<file path="config.mk">
export PLATFORM = sky130hd
export DESIGN_NAME = pipeline_trace_buffer_flat
export DESIGN_NICKNAME = d
export VERILOG_FILES = /design/src/rtl/pipeline_trace_buffer_pkg.sv /design/src/rtl/pipeline_trace_buffer_if.sv /design/src/rtl/pipeline_trace_buffer_ram.sv /design/src/rtl/pipeline_trace_buffer.sv /design/src/flat_wrapper.sv
export SDC_FILE = /design/constraint.sdc
export NUM_CORES = 2
export LEC_CHECK = 0
export BUFFER_PORTS_ARGS = -buffer_cell sky130_fd_sc_hd__buf_2
export CAP_MARGIN = 20
export CORE_AREA = 5 5 465 467
export DETAILED_ROUTE_END_ITERATION = 16
export DIE_AREA = 0 0 470 472
export MAX_ROUTING_LAYER = met4
export PLACE_DENSITY = 0.73
export SYNTH_ARGS = -nofsm -noshare
export SYNTH_HDL_FRONTEND = slang
export SYNTH_SLANG_ARGS = --single-unit
</file>
<file path="constraint.sdc">
create_clock -name clk -period 7.4 [get_ports clk]
set_input_delay 1.11 -clock clk [delete_from_list [all_inputs] [get_ports clk]]
set_output_delay 1.11 -clock clk [all_outputs]
set_load 0.01 [all_outputs]
</file>
<file path="src/rtl/pipeline_trace_buffer_pkg.sv">
// Shared definitions for the pipeline trace buffer.
//   - default geometry (channels, payload width, depth, timestamp width)
//   - FSM state encoding and trigger-mode encoding
//   - entry_w(): width of one stored entry {timestamp, ch_v, ch_data}
package pipeline_trace_buffer_pkg;

  localparam int CH_DEF    = 4;
  localparam int W_DEF     = 16;
  localparam int DEPTH_DEF = 32;
  localparam int TS_W_DEF  = 16;

  typedef enum logic [2:0] {
    ST_IDLE = 3'd0,
    ST_PRE  = 3'd1,
    ST_POST = 3'd2,
    ST_DONE = 3'd3,
    ST_READ = 3'd4
  } state_e;

  typedef enum logic [1:0] {
    TRIG_EXT   = 2'b00,  // external trig_i
    TRIG_MATCH = 2'b01,  // masked compare on channel 0
    TRIG_FALL  = 2'b10,  // any channel valid falling edge
    TRIG_NOW   = 2'b11   // first recording cycle
  } trig_mode_e;

  function automatic int entry_w(input int ch, input int w, input int ts_w);
    return ts_w + ch + ch * w;
  endfunction

endpackage

</file>
<file path="src/rtl/pipeline_trace_buffer_if.sv">
// Read-out port of the trace buffer (valid/ready stream of entries).
//   rd_valid_o : producer holds an entry on rd_data_o
//   rd_data_o  : {timestamp, ch_v, ch_data}
//   rd_last_o  : entry is the newest in the captured window
//   rd_ready_i : consumer accepts rd_data_o this cycle
// master = trace buffer side, slave = consumer side.
interface pipeline_trace_buffer_if
  import pipeline_trace_buffer_pkg::*;
#(
  parameter int DATA_W = entry_w(CH_DEF, W_DEF, TS_W_DEF)
) ();

  logic              rd_valid_o;
  logic [DATA_W-1:0] rd_data_o;
  logic              rd_last_o;
  logic              rd_ready_i;

  modport master (
    output rd_valid_o,
    output rd_data_o,
    output rd_last_o,
    input  rd_ready_i
  );

  modport slave (
    input  rd_valid_o,
    input  rd_data_o,
    input  rd_last_o,
    output rd_ready_i
  );

endinterface

</file>
<file path="src/rtl/pipeline_trace_buffer_ram.sv">
// Trace storage: DEPTH x DATA_W, one synchronous write port and one
// asynchronous (combinational) read port.
//   clk     : clock
//   i_we    : write enable
//   i_waddr : write address
//   i_wdata : write data
//   i_raddr : read address
//   o_rdata : read data, combinational from i_raddr
module pipeline_trace_buffer_ram #(
  parameter  int DEPTH  = 32,
  parameter  int DATA_W = 84,
  localparam int ADDR_W = $clog2(DEPTH)
) (
  input  logic              clk,
  input  logic              i_we,
  input  logic [ADDR_W-1:0] i_waddr,
  input  logic [DATA_W-1:0] i_wdata,
  input  logic [ADDR_W-1:0] i_raddr,
  output logic [DATA_W-1:0] o_rdata
);

  logic [DATA_W-1:0] r_mem [DEPTH];

  // NOTE: the array has no reset; only entries written in the current
  // capture are ever read, so clearing it would buy nothing and would stop
  // it mapping onto RAM. Non-blocking assignment models the clocked write.
  always_ff @(posedge clk) begin
    if (i_we) r_mem[i_waddr] <= i_wdata;
  end

  assign o_rdata = r_mem[i_raddr];

endmodule

</file>
<file path="src/rtl/pipeline_trace_buffer.sv">
// Per-cycle pipeline trace recorder.
// Snapshots CH channels every cycle into a circular buffer while recording,
// stops a programmable number of entries after a trigger, then streams the
// captured window out oldest-first.
//   clk, rst    : clock, asynchronous active-low reset
//   arm_i       : pulse, clear and start recording (PRE)
//   abort_i     : pulse, back to IDLE, capture discarded (wins over arm_i)
//   trig_mode_i : 00 trig_i, 01 ch0 masked match, 10 valid fall, 11 immediate
//   trig_i      : external trigger
//   match_val_i : ch0 compare value, match_msk_i: 1 = bit compared
//   post_cnt_i  : entries recorded after the trigger entry (sampled at arm)
//   ch_v_i      : per-channel valid, ch_data_i: payloads, ch0 in LSBs
//   rd          : read-out stream (master side)
//   trig_pos_o  : read index of the trigger entry, valid in DONE/READ
//   state_o     : FSM state
module pipeline_trace_buffer
  import pipeline_trace_buffer_pkg::*;
#(
  parameter  int CH      = CH_DEF,
  parameter  int W       = W_DEF,
  parameter  int DEPTH   = DEPTH_DEF,
  parameter  int TS_W    = TS_W_DEF,
  localparam int PTR_W   = $clog2(DEPTH),
  localparam int ENTRY_W = entry_w(CH, W, TS_W)
) (
  input  logic                 clk,
  input  logic                 rst,
  input  logic                 arm_i,
  input  logic                 abort_i,
  input  logic [1:0]           trig_mode_i,
  input  logic                 trig_i,
  input  logic [W-1:0]         match_val_i,
  input  logic [W-1:0]         match_msk_i,
  input  logic [PTR_W-1:0]     post_cnt_i,
  input  logic [CH-1:0]        ch_v_i,
  input  logic [CH*W-1:0]      ch_data_i,
  pipeline_trace_buffer_if.master rd,
  output logic [PTR_W-1:0]     trig_pos_o,
  output logic [2:0]           state_o
);

  state_e               r_state, w_state_nxt;
  logic [PTR_W-1:0]     r_wr_ptr;
  logic [PTR_W:0]       r_fill;
  logic [TS_W-1:0]      r_ts;
  logic                 r_first;
  logic [CH-1:0]        r_prev_v;
  logic [PTR_W-1:0]     r_post_left;
  logic [PTR_W-1:0]     r_trig_addr;
  logic [PTR_W:0]       r_rd_cnt;
  logic                 r_rd_valid;
  logic                 r_rd_last;
  logic [ENTRY_W-1:0]   r_rd_data;

  logic                 w_wr_en;
  logic                 w_full;
  logic [PTR_W-1:0]     w_oldest;
  logic [PTR_W-1:0]     w_rd_addr;
  logic [ENTRY_W-1:0]   w_ram_rdata;
  logic                 w_match;
  logic                 w_fall;
  logic                 w_trig;
  logic                 w_rd_fire;
  logic                 w_rd_load;

  // Entries written during an arm/abort cycle are discarded by the clear.
  assign w_wr_en   = (r_state == ST_PRE || r_state == ST_POST) && !arm_i && !abort_i;
  assign w_full    = (r_fill == (PTR_W+1)'(DEPTH));
  assign w_oldest  = w_full ? r_wr_ptr : '0;
  assign w_rd_addr = w_oldest + r_rd_cnt[PTR_W-1:0];

  assign w_match = ch_v_i[0] && (((ch_data_i[W-1:0] ^ match_val_i) & match_msk_i) == '0);
  // r_prev_v is stale on the first recording cycle, so no fall can be seen then.
  assign w_fall  = !r_first && ((r_prev_v & ~ch_v_i) != '0);

  assign w_rd_fire = r_rd_valid && rd.rd_ready_i;
  assign w_rd_load = (r_state == ST_READ) && (r_rd_cnt < r_fill) && (!r_rd_valid || rd.rd_ready_i);

  // NOTE: every combinational output gets a default before any branch, so
  // no path leaves it unassigned and no latch is inferred.
  always_comb begin
    w_trig = 1'b0;
    case (trig_mode_e'(trig_mode_i))
      TRIG_EXT:   w_trig = trig_i;
      TRIG_MATCH: w_trig = w_match;
      TRIG_FALL:  w_trig = w_fall;
      TRIG_NOW:   w_trig = r_first;
    endcase
  end

  always_comb begin
    w_state_nxt = r_state;
    case (r_state)
      ST_IDLE: if (arm_i) w_state_nxt = ST_PRE;
      ST_PRE:  if (w_trig) w_state_nxt = (r_post_left == '0) ? ST_DONE : ST_POST;
      ST_POST: if (r_post_left == PTR_W'(1)) w_state_nxt = ST_DONE;
      ST_DONE: w_state_nxt = ST_READ;
      ST_READ: if (w_rd_fire && r_rd_last) w_state_nxt = ST_IDLE;
      default: w_state_nxt = ST_IDLE;
    endcase
    if (arm_i)   w_state_nxt = ST_PRE;
    if (abort_i) w_state_nxt = ST_IDLE;
  end

  always_ff @(posedge clk or negedge rst) begin
    if (!rst) r_state <= ST_IDLE;
    else      r_state <= w_state_nxt;
  end

  always_ff @(posedge clk or negedge rst) begin
    if (!rst) begin
      r_wr_ptr    <= '0;
      r_fill      <= '0;
      r_ts        <= '0;
      r_first     <= 1'b1;
      r_prev_v    <= '0;
      r_post_left <= '0;
      r_trig_addr <= '0;
      r_rd_cnt    <= '0;
      r_rd_valid  <= 1'b0;
      r_rd_last   <= 1'b0;
      r_rd_data   <= '0;
    end else if (abort_i) begin
      r_rd_valid <= 1'b0;
      r_rd_last  <= 1'b0;
    end else if (arm_i) begin
      r_wr_ptr    <= '0;
      r_fill      <= '0;
      r_ts        <= '0;
      r_first     <= 1'b1;
      // The port width already bounds post_cnt_i to DEPTH-1, which keeps
      // the trigger entry inside the window.
      r_post_left <= post_cnt_i;
      r_rd_cnt    <= '0;
      r_rd_valid  <= 1'b0;
      r_rd_last   <= 1'b0;
    end else begin
      if (w_wr_en) begin
        r_wr_ptr <= r_wr_ptr + PTR_W'(1);
        if (!w_full) r_fill <= r_fill + (PTR_W+1)'(1);
        r_ts     <= r_ts + TS_W'(1);
        r_prev_v <= ch_v_i;
        r_first  <= 1'b0;
        if (r_state == ST_PRE && w_trig) r_trig_addr <= r_wr_ptr;
        if (r_state == ST_POST) r_post_left <= r_post_left - PTR_W'(1);
      end
      if (w_rd_load) begin
        r_rd_data  <= w_ram_rdata;
        r_rd_valid <= 1'b1;
        r_rd_last  <= (r_rd_cnt == r_fill - (PTR_W+1)'(1));
        r_rd_cnt   <= r_rd_cnt + (PTR_W+1)'(1);
      end else if (w_rd_fire) begin
        r_rd_valid <= 1'b0;
        r_rd_last  <= 1'b0;
      end
    end
  end

  pipeline_trace_buffer_ram #(
    .DEPTH  (DEPTH),
    .DATA_W (ENTRY_W)
  ) u_ram (
    .clk     (clk),
    .i_we    (w_wr_en),
    .i_waddr (r_wr_ptr),
    .i_wdata ({r_ts, ch_v_i, ch_data_i}),
    .i_raddr (w_rd_addr),
    .o_rdata (w_ram_rdata)
  );

  assign rd.rd_valid_o = r_rd_valid;
  assign rd.rd_data_o  = r_rd_data;
  assign rd.rd_last_o  = r_rd_last;

  // Modular subtraction gives the trigger's distance from the oldest entry.
  assign trig_pos_o = (r_state == ST_DONE || r_state == ST_READ) ? (r_trig_addr - w_oldest) : '0;
  assign state_o    = r_state;

endmodule

</file>
<file path="src/flat_wrapper.sv">
// flat-port wrapper written by rule: the top's interface ports become plain ports
module pipeline_trace_buffer_flat import pipeline_trace_buffer_pkg::*;
#(
  parameter  int CH      = CH_DEF,
  parameter  int W       = W_DEF,
  parameter  int DEPTH   = DEPTH_DEF,
  parameter  int TS_W    = TS_W_DEF,
  localparam int PTR_W   = $clog2(DEPTH),
  localparam int ENTRY_W = entry_w(CH, W, TS_W)
)
  (clk, rst, arm_i, abort_i, trig_mode_i, trig_i, match_val_i, match_msk_i, post_cnt_i, ch_v_i, ch_data_i, trig_pos_o, state_o, rd_rd_valid_o, rd_rd_data_o, rd_rd_last_o, rd_rd_ready_i);
  pipeline_trace_buffer_if #(.DATA_W((TS_W + CH + CH * W))) rd_i ();
  input  logic clk;
  input  logic rst;
  input  logic arm_i;
  input  logic abort_i;
  input  logic [1:0] trig_mode_i;
  input  logic trig_i;
  input  logic [W-1:0] match_val_i;
  input  logic [W-1:0] match_msk_i;
  input  logic [PTR_W-1:0] post_cnt_i;
  input  logic [CH-1:0] ch_v_i;
  input  logic [CH*W-1:0] ch_data_i;
  output logic [PTR_W-1:0] trig_pos_o;
  output logic [2:0] state_o;
  output wire logic [$bits(rd_i.rd_valid_o)-1:0] rd_rd_valid_o;
  output wire logic [$bits(rd_i.rd_data_o)-1:0] rd_rd_data_o;
  output wire logic [$bits(rd_i.rd_last_o)-1:0] rd_rd_last_o;
  input wire logic [$bits(rd_i.rd_ready_i)-1:0] rd_rd_ready_i;
  assign rd_rd_valid_o = rd_i.rd_valid_o;
  assign rd_rd_data_o = rd_i.rd_data_o;
  assign rd_rd_last_o = rd_i.rd_last_o;
  assign rd_i.rd_ready_i = rd_rd_ready_i;
  pipeline_trace_buffer #(.CH(CH), .W(W), .DEPTH(DEPTH), .TS_W(TS_W)) u_core (.clk(clk), .rst(rst), .arm_i(arm_i), .abort_i(abort_i), .trig_mode_i(trig_mode_i), .trig_i(trig_i), .match_val_i(match_val_i), .match_msk_i(match_msk_i), .post_cnt_i(post_cnt_i), .ch_v_i(ch_v_i), .ch_data_i(ch_data_i), .rd(rd_i), .trig_pos_o(trig_pos_o), .state_o(state_o));
endmodule
</file>
==> flow_summary_export.csv <==
group,metric,value,unit
setup_path,critPathRequiredTime,8.15,ns
cts,cts-buffers-inserted,296,
logic_synthesis,ys_ff_latch,2825,
timing,finClkSkew,0.0524,ns
setup_path,rr_worst_depth,14,
timing,final_hold_viol_count,0,
die,die-area,222000,sq um
finish,num-nets-final,6011,
setup_path,arrival,5.81,ns
die,chipHeight,472,um
timing,setup_viol,0,
setup_path,crit_buf_inv,3,
timing,finalWorstSetupSlack,2.35,ns
global_routing,grt_max_degree,168,
timing,fin_tns_setup,0,ns
setup_path,setup.worst_path.start_class,"flip-flop",
finish,area_growth,13.2,%
logic_synthesis,synth_flop_cell,"edfxtp_1",
die,num_rows,169,
timing,maxSlewHeadroom,0.0961,
timing,fmax,198,MHz
pwr,p_sw,0.00699,W
global_routing,grt_pass1_wl,398000,um
cts,cts_resized,0,
global_routing,grt_pass1_vias,57600,
cts,cts_setup_buffers,0,
setup_path,path_max_fanout,100,
pwr,p_comb_frac,0.057,
logic_synthesis,synth_edf_count,2688,
die,core-area,211000,sq um
finish,nFillCells,14700,
cts,htree_levels,5,
pwr,powerDensity,274,nW/um^2
timing,whs,0.269,ns
timing,worst_slew_pin_slew,1.36,ns
routing,via_per_inst,6.37,
setup_path,max_stage_delay,1.42,ns
die,ios,207,
timing,min_period_over_period,0.683,
setup_path,cp_slowest_cell,"fa_4",
setup_path,path_cells,"inv_1 -> ha_1 -> nor2b_1 -> and3_1 -> and2_1 -> ha_4 -> inv_1 -> fa_4 -> buf_12 -> mux4_2 -> nand2_1 -> nand2_1 -> o211ai_1 -> a31oi_1",
logic_synthesis,yosysWarnings,0,
setup_path,crit_type,"reg2reg",
logic_synthesis,ys_types,60,
routing,ant_nets,0,
cts,clock-sinks,2825,
setup_path,cpLargestDelayFamily,"adder cells",
placement,io_buffers,206,
pwr,p_clk_frac,0.421,
logic_synthesis,syn_area,109000,sq um
cts,clock-root-buffer,"clkbuf_16",
finish,drive_above_1_share,0.240,
cts,cts_tree,"built",
routing,routedWlPerCell,30.6,um
setup_path,cp.depth,14,
setup_path,crit_path_end_kind,"flip-flop",
timing,min_period,5.05,ns
logic_synthesis,yosysSeqAreaShare,0.771,
global_routing,grt_usage,0.253,
placement,dp_hpwl,129000,um
pwr,intPower,0.0268,W
routing,drt_iter0_markers,8344,
timing,slew_violations,0,
pwr,p_seq_frac,0.523,
logic_synthesis,synth_cells,5563,
placement,routabilityCongestion,0.769,
status,outcome,"completed",
routing,drc,0,
pwr,p_leak,40.2,nW
cts,cts_hold_buf,0,
timing,rsz0062_at_grt,"no",
cts,clk_pin_slew,0.06,ns
routing,dr.pass1.iters,6,
routing,wirelength,273000,um
setup_path,endpoint,"u_core.rd.rd_data_o[31]",
die,initial_core_util,0.517,
job,max_cap_violations,0,
setup_path,reg2reg_from,"u_core.r_fill[0]",
global_routing,grt.overflow.total,0,
logic_synthesis,synthArstFlopShare,0.0485,
cts,clk_latency,0.91,ns
min_path,hold_path.class,"in2async",
setup_path,r2r_setup_slack,2.35,ns
logic_synthesis,synth.net_count,5703,
setup_path,cp-startpoint,"u_core.r_fill[0]",
setup_path,r2r_end,"u_core.rd.rd_data_o[31]",
global_routing,grt_antenna_before_repair,34,
finish,seqCellArea,84100,sq um
finish,layout.cells.non_filler,8926,
pwr,irDropWorstVdd,0.277,mV
placement,numPlacedInstances,8391,
pwr,swShare,0.207,
cts,cts_buffer_depth,4,
logic_synthesis,syn_area_per_cell,19.6,sq um
placement,pre_cts_ws,2.50,ns
finish,multi_input_area,23900,sq um
die,chipWidth,470,um
routing,route.vias.total,56800,
## power by group through the flow
stage / clock (W) / sequential, W / combinational, W
detailed placement: 0 / 0.0180 / 0.00190
floorplan: 0 / 0.0180 / 0.00133
global route: 0.0151 / 0.0177 / 0.00211
CTS: 0.0144 / 0.0177 / 0.00192
global placement: 0 / 0.0180 / 0.00185
finish: 0.0142 / 0.0177 / 0.00192
## cell families (layout without fill, tap and decap cells)
logic type / Yosys count / in the layout / share of synthesized area
simple gates: 1292 / 1292 / 0.0481
mux: 681 / 681 / 0.139
xor+xnor: 44 / 44 / 0.00353
flops: 2825 / 2825 / 0.771
other cells: 0 / 22 / 0
compound gates: 344 / 344 / 0.0218
fa+ha+maj: 27 / 27 / 0.00323
buf+inv: 350 / 870 / 0.0133
## cell usage in the layout, fill, tap and decap left out, types with 4 or more instances in the layout
| cell type | instances |
|---|---|
| nor4_1 | 5 |
| clkbuf_8 | 21 |
| xnor2_1 | 17 |
| o21ai_0 | 27 |
| bufinv_16 | 21 |
| nand2b_1 | 5 |
| inv_1 | 32 |
| clkinv_2 | 48 |
| xor2_1 | 22 |
| a21o_1 | 7 |
| mux2i_1 | 6 |
| a31oi_1 | 87 |
| nor3_1 | 10 |
| nand3_1 | 183 |
| clkinvlp_4 | 7 |
| nor2_1 | 126 |
| buf_12 | 50 |
| a22oi_1 | 7 |
| clkbuf_16 | 300 |
| a21oi_1 | 21 |
| buf_4 | 68 |
| o211ai_1 | 168 |
| nor2_4 | 32 |
| mux4_2 | 672 |
| buf_16 | 4 |
| nand2_1 | 891 |
| ha_1 | 24 |
| dfrtp_1 | 136 |
| nor2b_1 | 7 |
| nand3b_1 | 6 |
| o31ai_1 | 5 |
| clkbuf_1 | 61 |
| inv_6 | 8 |
| clkinv_1 | 42 |
| edfxtp_1 | 2688 |
| buf_2 | 205 |
| diode_2 | 22 |
| and2_1 | 6 |
## metrics by stage
stage	utilization	power, W	cell area, sq um
final	0.585	0.0338	124000
after global routing	0.585	0.0349	124000
after CTS	0.585	0.0340	124000
after detailed placement	0.541	0.0199	114000
after global placement	0.541	0.0199	114000
after floorplan	-	0.0193	109000
## worst min-delay path by stage
stage / startpoint / cells after the start / to / slack, ns
after detailed placement: u_core.r_prev_v[0] / 2 / u_core.r_prev_v[0] / 0.46
after floorplan: u_core.r_prev_v[0] / 2 / u_core.r_prev_v[0] / 0.44
after CTS: rst / 1 / u_core.r_post_left[1] / 0.26
after global routing: rst / 1 / u_core.r_post_left[1] / 0.31
after global placement: u_core.r_prev_v[3] / 2 / u_core.r_prev_v[3] / 0.45
final: rst / 1 / u_core.r_post_left[1] / 0.27
## cell type report
cell class	count	share of cell area
clock inverter	129	0.00958
timing repair buffer	328	0.0215
multi-input combinational	2388	0.194
sequential	2825	0.681
tap	2821	0.0285
clock buffer	381	0.0648
antenna	22	0.000445
inverter	32	0.000971
## flip-flops by register name (all words and copies together) (netlist names)
name,cells
u_core.rd.rd_last_o,1
u_core.r_post_left,5
u_core.u_ram.r_mem,2688
u_core.r_prev_v,4
u_core.r_ts,16
u_core.r_first,1
u_core.rd.rd_data_o,84
u_core.r_wr_ptr,5
u_core.state_o,3
u_core.r_rd_cnt,6
u_core.r_trig_addr,5
u_core.rd.rd_valid_o,1
u_core.r_fill,6
## cell usage after synthesis (all sizes together), types with 2 or more instances
library cell,instances,area share
or3b,2,0.00016
a22oi,7,0.00048
nand2,891,0.031
ha,25,0.0029
a31oi,87,0.0050
xnor2,20,0.0016
nand3b,6,0.00041
a222oi,2,0.00018
a21o,7,0.00048
fa,2,0.00037
nor3,11,0.00050
and4,3,0.00024
xor2,24,0.0019
o21ai,27,0.0012
nand4,3,0.00017
and2,7,0.00040
o211ai,168,0.012
clkbuf,175,0.0060
mux4,672,0.14
inv,32,0.0011
nor2b,7,0.00040
mux2,3,0.00031
or2,3,0.00017
buf,143,0.0062
a22o,2,0.00016
nor2,158,0.0054
edfxtp,2688,0.74
nor4,5,0.00029
nand3,183,0.0084
mux2i,6,0.00055
dfrtp,136,0.031
nand2b,5,0.00029
or3,3,0.00017
a211oi,2,0.00014
nor3b,4,0.00038
o21bai,2,0.00014
o31ai,5,0.00034
a21oi,21,0.00096
## per-layer routing
metal  track usage  vias up  share of wire
met5             -        -              0
met4        0.0843        0          0.033
met3        0.0463      593           0.10
met2         0.398     3454           0.49
met1         0.340    29800           0.38
li1              -    23000              -
Note: power is estimated with default switching activity, not from simulation.
